`config.mk`:
```
export PLATFORM = sky130hd
export DESIGN_NAME = seq_media
export DESIGN_NICKNAME = d
export VERILOG_FILES = /design/src/rtl/seq_media.sv
export SDC_FILE = /design/constraint.sdc
export NUM_CORES = 1
export LEC_CHECK = 0
export CAP_MARGIN = 20
export CORE_ASPECT_RATIO = 1.1
export CORE_MARGIN = 1.5
export CORE_UTILIZATION = 35
export DETAILED_ROUTE_END_ITERATION = 10
export DONT_BUFFER_PORTS = 1
export PLACE_DENSITY = 0.51
export SLEW_MARGIN = 30
export SYNTH_ARGS = -nofsm -noshare
export SYNTH_HDL_FRONTEND = slang
export SYNTH_SLANG_ARGS = --single-unit
export TNS_END_PERCENT = 50
```
`constraint.sdc`:
```
create_clock -name clk -period 1.87 [get_ports clk]
set_clock_uncertainty 0.2 [all_clocks]
set_input_delay 0.2805 -clock clk [delete_from_list [all_inputs] [get_ports clk]]
set_output_delay 0.2805 -clock clk [all_outputs]
set_load 0.01 [all_outputs]
```
`src/rtl/seq_media.sv`:
```
// rtl/seq_media.sv - sequencer issuing the clrld/addld/add/div2/disp stream that averages 2^K operands
module seq_media #(
  parameter int WIDTH = 8,
  parameter int K     = 1
) (
  input  logic             clk,
  input  logic             rst_n,
  input  logic             Iniciar,
  input  logic             Cancelar,
  input  logic [WIDTH-1:0] Entrada,
  input  logic             Entrada_valid,
  output logic             Entrada_ready,
  output logic [2:0]       Instrucao,
  output logic             Inst_valida,
  output logic [WIDTH-1:0] Operando,
  output logic             Ocupado,
  output logic             Pronto
);

  localparam logic [2:0] I_CLRLD = 3'b000;
  localparam logic [2:0] I_ADDLD = 3'b001;
  localparam logic [2:0] I_ADD   = 3'b010;
  localparam logic [2:0] I_DIV2  = 3'b011;
  localparam logic [2:0] I_DISP  = 3'b100;
  localparam logic [2:0] I_NOP   = 3'b111;
  localparam int OP_COUNT = 1 << K;

  typedef enum logic [2:0] {
    IDLE, CARREGA, SOMA_LD, SOMA, DIVIDE, MOSTRA
  } state_t;

  state_t     state;
  logic [K:0] op_cnt;
  logic [2:0] div_cnt;
  logic       accept;

  assign Entrada_ready = ((state == CARREGA) || (state == SOMA_LD)) && !Cancelar;
  assign Ocupado       = (state != IDLE);
  assign accept        = Entrada_valid && Entrada_ready;

  // Issue outputs default to NOP every edge; only the acting state overrides them for one cycle.
  always_ff @(posedge clk or negedge rst_n) begin
    if (!rst_n) begin
      state       <= IDLE;
      Instrucao   <= I_NOP;
      Inst_valida <= 1'b0;
      Operando    <= '0;
      Pronto      <= 1'b0;
      op_cnt      <= '0;
      div_cnt     <= '0;
    end else begin
      Instrucao   <= I_NOP;
      Inst_valida <= 1'b0;
      Pronto      <= 1'b0;
      if (state != IDLE && Cancelar) begin
        state <= IDLE;
      end else begin
        case (state)
          IDLE: begin
            op_cnt  <= '0;
            div_cnt <= '0;
            if (Iniciar && !Cancelar) state <= CARREGA;
          end
          CARREGA: begin
            if (accept) begin
              Instrucao   <= I_CLRLD;
              Inst_valida <= 1'b1;
              Operando    <= Entrada;
              op_cnt      <= (K+1)'(1);
              state       <= (K == 0) ? MOSTRA : SOMA_LD;
            end
          end
          SOMA_LD: begin
            if (accept) begin
              Instrucao   <= I_ADDLD;
              Inst_valida <= 1'b1;
              Operando    <= Entrada;
              op_cnt      <= op_cnt + 1'b1;
              state       <= SOMA;
            end
          end
          SOMA: begin
            Instrucao   <= I_ADD;
            Inst_valida <= 1'b1;
            state       <= (int'(op_cnt) == OP_COUNT) ? DIVIDE : SOMA_LD;
          end
          DIVIDE: begin
            Instrucao   <= I_DIV2;
            Inst_valida <= 1'b1;
            div_cnt     <= div_cnt + 1'b1;
            if (int'(div_cnt) == K - 1) state <= MOSTRA;
          end
          MOSTRA: begin
            Instrucao   <= I_DISP;
            Inst_valida <= 1'b1;
            Pronto      <= 1'b1;
            state       <= IDLE;
          end
          default: state <= IDLE;
        endcase
      end
    end
  end

endmodule

```
=== Word-level counts from Yosys, hierarchy flattened ===
Index checks and enable logic that the tools add are counted.

* $add $sub $neg: 2
* Equality and inequality tests: 12
* Multiplexer cells: 20
* Bitwise gates (word level): 1
* Reduce and logical (&&, ||, !) cells: 17

{| class="wikitable"
|+ Operators by type and width
! operator !! number
|-
| one-hot mux 3 bit (5 select lines) || 2
|-
| two-way mux 3 bit || 9
|-
| AND reduction 4 bit || 2
|-
| equality test 3 x 2 -> 1 bit, second input constant || 2
|-
| equality test 3 bit, second input constant || 2
|-
| zero test 3 bit || 2
|-
| != test 3 x 2 -> 1 bit, second input constant || 2
|-
| != test 3 bit, second input constant || 2
|-
| one-hot mux 2 bit (3 select lines) || 1
|-
| one-hot mux 3 bit (2 select lines) || 1
|-
| nonzero test 3 bit || 2
|-
| logical AND 1 bit || 4
|-
| two-way mux 1 bit || 4
|-
| two-way mux 2 bit || 2
|-
| != test 2 bit, second input constant || 2
|-
| adder 3 x 1 -> 3 bit, second input constant || 1
|-
| equality test 3 x 1 -> 1 bit, second input constant || 1
|-
| AND reduction 3 bit || 1
|-
| OR reduction 3 bit || 1
|-
| adder 2 x 1 -> 2 bit, second input constant || 1
|-
| equality test 2 bit, second input constant || 1
|-
| one-hot mux 1 bit (2 select lines) || 1
|-
| AND reduction 2 bit || 1
|-
| nonzero test 2 bit || 1
|-
| other kinds (4) || 4
|}

* Register bits after elaboration: 21
* Input port bits: 13
* Output and inout bits: 15
* Logic and storage cells: 59

=== Longest topological paths before layout ===
* Word-level depth: 7
* Mapped depth: 5
* Depth with buffers taken out: 5

=== Worst setup path before layout ===
Ideal clock, no wire load.

* Path kind: reg-to-reg
* Start: register state[1]
* End: register Operando[0]
* Setup time: 125 ps
* Arrival time: 1233 ps
* Data required time: 1545 ps
* Slack: 312 ps
* Stages on the path, launching flop included: 6
* Buffers on the path: 1
* Clock period less this slack: 1558 ps
* Cells stage by stage: dfrtp_1 -> buf_6 -> xnor2_1 -> nor3_4 -> nand2_4 -> mux2_2

* Cells in the longest elaborated chain, start to end: 5
* Elaborated cells between the ends (all ways): 10
* Classes of those cells: eq/ne (2); bitwise (1); reduce/logical (7)

{| class="wikitable"
|+ Ends and longest elaborated chain
! what !! RTL line !! text
|-
| start: declaration || 32 || <nowiki>state_t state;</nowiki>
|-
| start signal: assignment || 70 || <nowiki>state <= (K == 0) ? MOSTRA : SOMA_LD;</nowiki>
|-
| start signal: assignment || 85 || <nowiki>state <= (int'(op_cnt) == OP_COUNT) ? DIVIDE : SOMA_LD;</nowiki>
|-
| equality test 3 x 1 -> 1 bit / equality test 3 x 2 -> 1 bit (equally long branches) || 37 || <nowiki>assign Entrada_ready = ((state == CARREGA) || (state == SOMA_LD)) && !Cancelar;</nowiki>
|-
| logical OR 1 bit (*) || 37 ||
|-
| logical AND 1 bit (*) || 37 ||
|-
| via Entrada_ready || 12 || <nowiki>output logic Entrada_ready,</nowiki>
|-
| logical AND 1 bit (*) || 39 || <nowiki>assign accept = Entrada_valid && Entrada_ready;</nowiki>
|-
| AND reduction 3 bit (no line) (*) || -- ||
|-
| end signal: assignment || 68 || <nowiki>Operando <= Entrada;</nowiki>
|-
| end signal: assignment || 77 || <nowiki>Operando <= Entrada;</nowiki>
|-
| end: declaration || 15 || <nowiki>output logic [WIDTH-1:0] Operando,</nowiki>
|}

Mark *: on every way through the listed nets, which the timed path passes. The rest lies on a longest branch.
A chain may end at the register's enable or synchronous reset.

=== Worst setup path after layout ===
* Start: register state[1]
* End: output Ocupado

* Cells in the longest elaborated chain, start to end: 1

{| class="wikitable"
|+ Ends and longest elaborated chain
! what !! RTL line !! text
|-
| nonzero test 3 bit || 38 || <nowiki>assign Ocupado = (state != IDLE);</nowiki>
|-
| end: declaration || 16 || <nowiki>output logic Ocupado,</nowiki>
|}

Every way passes these cells.

==> results summary <==
The fraction of synthesized cell area taken by the top area cell type is 42.4%. The number of synthesis warnings is 0. The maximum count of clock buffers along a single path came out at 2.

The distinct cell type count after synthesis came out at 34. The count of input and output buffers is 0. The H-tree level count is 1. The average wire per standard cell is 14.3 um. Setup repair after global routing left no endpoint under its margin. The initial utilization of the core area, before any placement, comes to 37.6%. In this run the core area contains 20 standard-cell rows.

The number of synthesized register bits came out at 21. In the post-synthesis netlist, the cell with the most instances is dfrtp_1. The clock buffer count from CTS came out at 3. The type of the setup path with the least slack is reg2out.

The height of the chip came out at 60.8 um. In the global route stage, overall resource usage came out at 14.5%. The TritonCTS clock tree is built. The top cell family by delay on the critical path is flip-flops.

For this run, the slowest stage of the critical path takes 0.42 ns. Walking the worst path, the cells encountered are buf_4 -> or3_4. The worst path needs 1.80 ns of the cycle, external delays included. Derived from the worst setup path, the maximum achievable clock frequency is 0.555 GHz. The count of buffering cells on the critical path with inverters included is 1. The max-cap check violation count came out at 0.

After clock tree synthesis, the clock-pin slew on the worst setup and hold paths is 0.12 ns. The DRC violation count after routing came out at 0. In the final layout, the multi-input gates occupy 469 sq um. The largest area contributor in the netlist is dfrtp_1. The maximum fanout along the worst path came out at 14. The flow ran to the end, but the final reports show violations. The final-report max-slew violation count is 0. The congestion estimate from routability-driven global placement came to 0.726.

The category of the worst setup path capture point is an output port. The final-layout fill cell count came out at 279. After synthesis the cells add up to 1060 sq um.

Setup violations remaining at the end of the flow were counted as 0. The wire length of the first global-routing pass is 3.71 mm. The number of antenna-violating nets in the routed design is 0. After synthesis, the cell types taking the most area are dfrtp_1 42%, mux2_2 8.5%, dfstp_2 7.4%, a21oi_1 3.8%, ha_1 3.5%. Once detailed placement completed, the half-perimeter wirelength came to 1.43 mm. The initial antenna violation count came out at 0.

Sequential elements use 49.8% of the synthesized area. The first-pass iteration count of the detailed router came out at 3. The post-detailed-routing wire length came out at 2.13 mm. In the synthesized netlist, the cells that appear most often are 18 x dfrtp_1, 8 x a21oi_1, 8 x mux2_2, 8 x nor2_1, 7 x inv_1. The checks that failed: negative hold slack. The post-synthesis average cell area came out at 10.3 sq um.

Summing over every cut layer, the via total after detailed routing is 788. The critical path data arrival time is 1.32 ns. The number of vias per cell came out at 5.29. The via count of the first global-routing pass is 842. Of all flip-flops after synthesis, the portion carrying an async set or reset was 100%. The clock reaches the later pin of the worst-skew pair after 0.31 ns.

The leakage component of the power came out at 0.000532 uW. Entering global routing, the biggest net connects 22 pins. The power density over cell area came out at 952 nW/um^2. The sequential cell area is 529 sq um. The total congestion overflow after global routing came out at 0.

The number of DRC violations after detailed-routing iteration 0 came out at 5. The number of enable-type register cells in the synthesized netlist is 0. The tree is rooted in a clkbuf_4. In the final layout, the share of cells above drive strength 1 is 21.6%. The worst min-delay path category is in2reg. Across the VDD grid, the largest voltage drop is 0.667 mV. In this run the count of I/O pins placed on the die edge is 28. The instance count of the mapped netlist came out at 103.

In this run the standard cell core region covers 2830 sq um. The final hold violation count came out at 2. The area growth from synthesis to layout is 17.2%. The endpoint required time on the critical path came out at 1.39 ns. The count of antenna diodes in the layout is 0. The net count after synthesis is 119. The most common flop cell mapped by yosys is dfrtp_1. The final sum of negative setup slack came out at 0 ns. The die covers 3380 sq um. The final net count came out at 133. The number of clock sinks is 21. Among all stages on the critical path, the largest delay is contributed by dfrtp_1. The nature of the critical path startpoint is a register. Across all hold checks on the routed design, the worst slack comes to -0.00195 ns. The relative slew slack is 69.0%. The horizontal extent of the die came out at 55.6 um. The period utilization is 96.4%. The worst-margin pin slew came out at 0.465 ns.
layout make-up:
cell class	count	share of cell area (%)
Inverter	7	2.11
Clock inverter	1	0.402
Sequential cell	21	42.5
Timing Repair Buffer	17	12.2
Tap cell	33	3.31
Multi-Input combinational cell	67	37.7
Clock buffer	3	1.81
logic make-up (layout without fill, tap and decap cells):
logic type	count (synthesis)	count (layout)	synth area share (%)
multiplexers	9	9	9.41
buffers and inverters	15	28	6.59
AO/OA/AOI/OAI	25	25	14.2
AND/OR/NAND/NOR	28	28	14.7
flip-flops	21	21	49.8
adder cells (fa/ha/maj)	4	4	4.47
XOR/XNOR	1	1	0.824
routing by layer:
layer | vias up | routed length (um) | part of all wire [%] | global-route usage, %
met4 | 0 | 42 | 2.0 | 7.67
met1 | 382 | 918 | 43 | 15.5
met5 | - | 0 | 0 | 0
met3 | 5 | 114 | 5.4 | 3.62
li1 | 379 | - | - | -
met2 | 22 | 1050 | 49 | 27.0
state kept, by name, indices dropped and copies added (netlist names):
| signal | count |
|---|---|
| Inst_valida | 1 |
| Instrucao | 3 |
| Operando | 8 |
| Pronto | 1 |
| div_cnt | 3 |
| op_cnt | 2 |
| state | 3 |
stage by stage:
| stage | setup slack [ns] | power, uW | cell area (sq um) | utilization [%] | cells |
|---|---|---|---|---|---|
| 6_report | 0.0671 | 1190 | 1250 | 44.1 | 149 |
| 5_1_grt | 0.0108 | 1260 | 1250 | 44.1 | 149 |
| 4_1_cts | 0.0299 | 1200 | 1240 | 43.7 | 148 |
| 3_5_place_dp | 0.328 | 940 | 1100 | 38.8 | 133 |
| 3_3_place_gp | 0.363 | 929 | 1100 | 38.8 | 133 |
| 2_1_floorplan | 0.312 | 890 | 1060 | - | 103 |
cell usage in the layout, fill, tap and decap left out, types with 2 or more instances in the layout:
cell,count
buf_4,5
dlygate4sd3_1,11
clkbuf_4,3
nand2b_1,3
mux2_2,8
dfrtp_1,18
o21ai_0,6
a21oi_1,8
inv_1,7
dfstp_2,3
nor3_1,2
nand2_1,5
o22ai_1,2
a22o_1,2
a21o_1,2
a22oi_1,2
nor2_1,8
ha_1,3
power by group:
part           switching [uW]  internal, uW
Sequential                110           565
Clock                     144          80.0
Combinational             131           157
worst paths after layout:
kind	to	slack, ns	cells past startpoint	start
max reg2reg	state[0]	0.32	4	state[2]
min reg2reg	op_cnt[1]	0.33	1	op_cnt[1]
max	Ocupado	0.07	2	state[1]
min in group asynchronous	state[0]	0.26	2	rst_n
min	div_cnt[0]	-0.002	2	Cancelar
max in group asynchronous	Instrucao[2]	0.86	2	rst_n
repair_timing:
| action | CTS | global route |
|---|---|---|
| buffers inserted | 0 | 0 |
| resized for setup | 0 | 1 |
| hold buffers | 11 | 1 |
| endpoints found under the hold margin | 37 | 18 |
| endpoints found under the setup margin | 0 | 1 |
(Power assumes the default switching activity.)
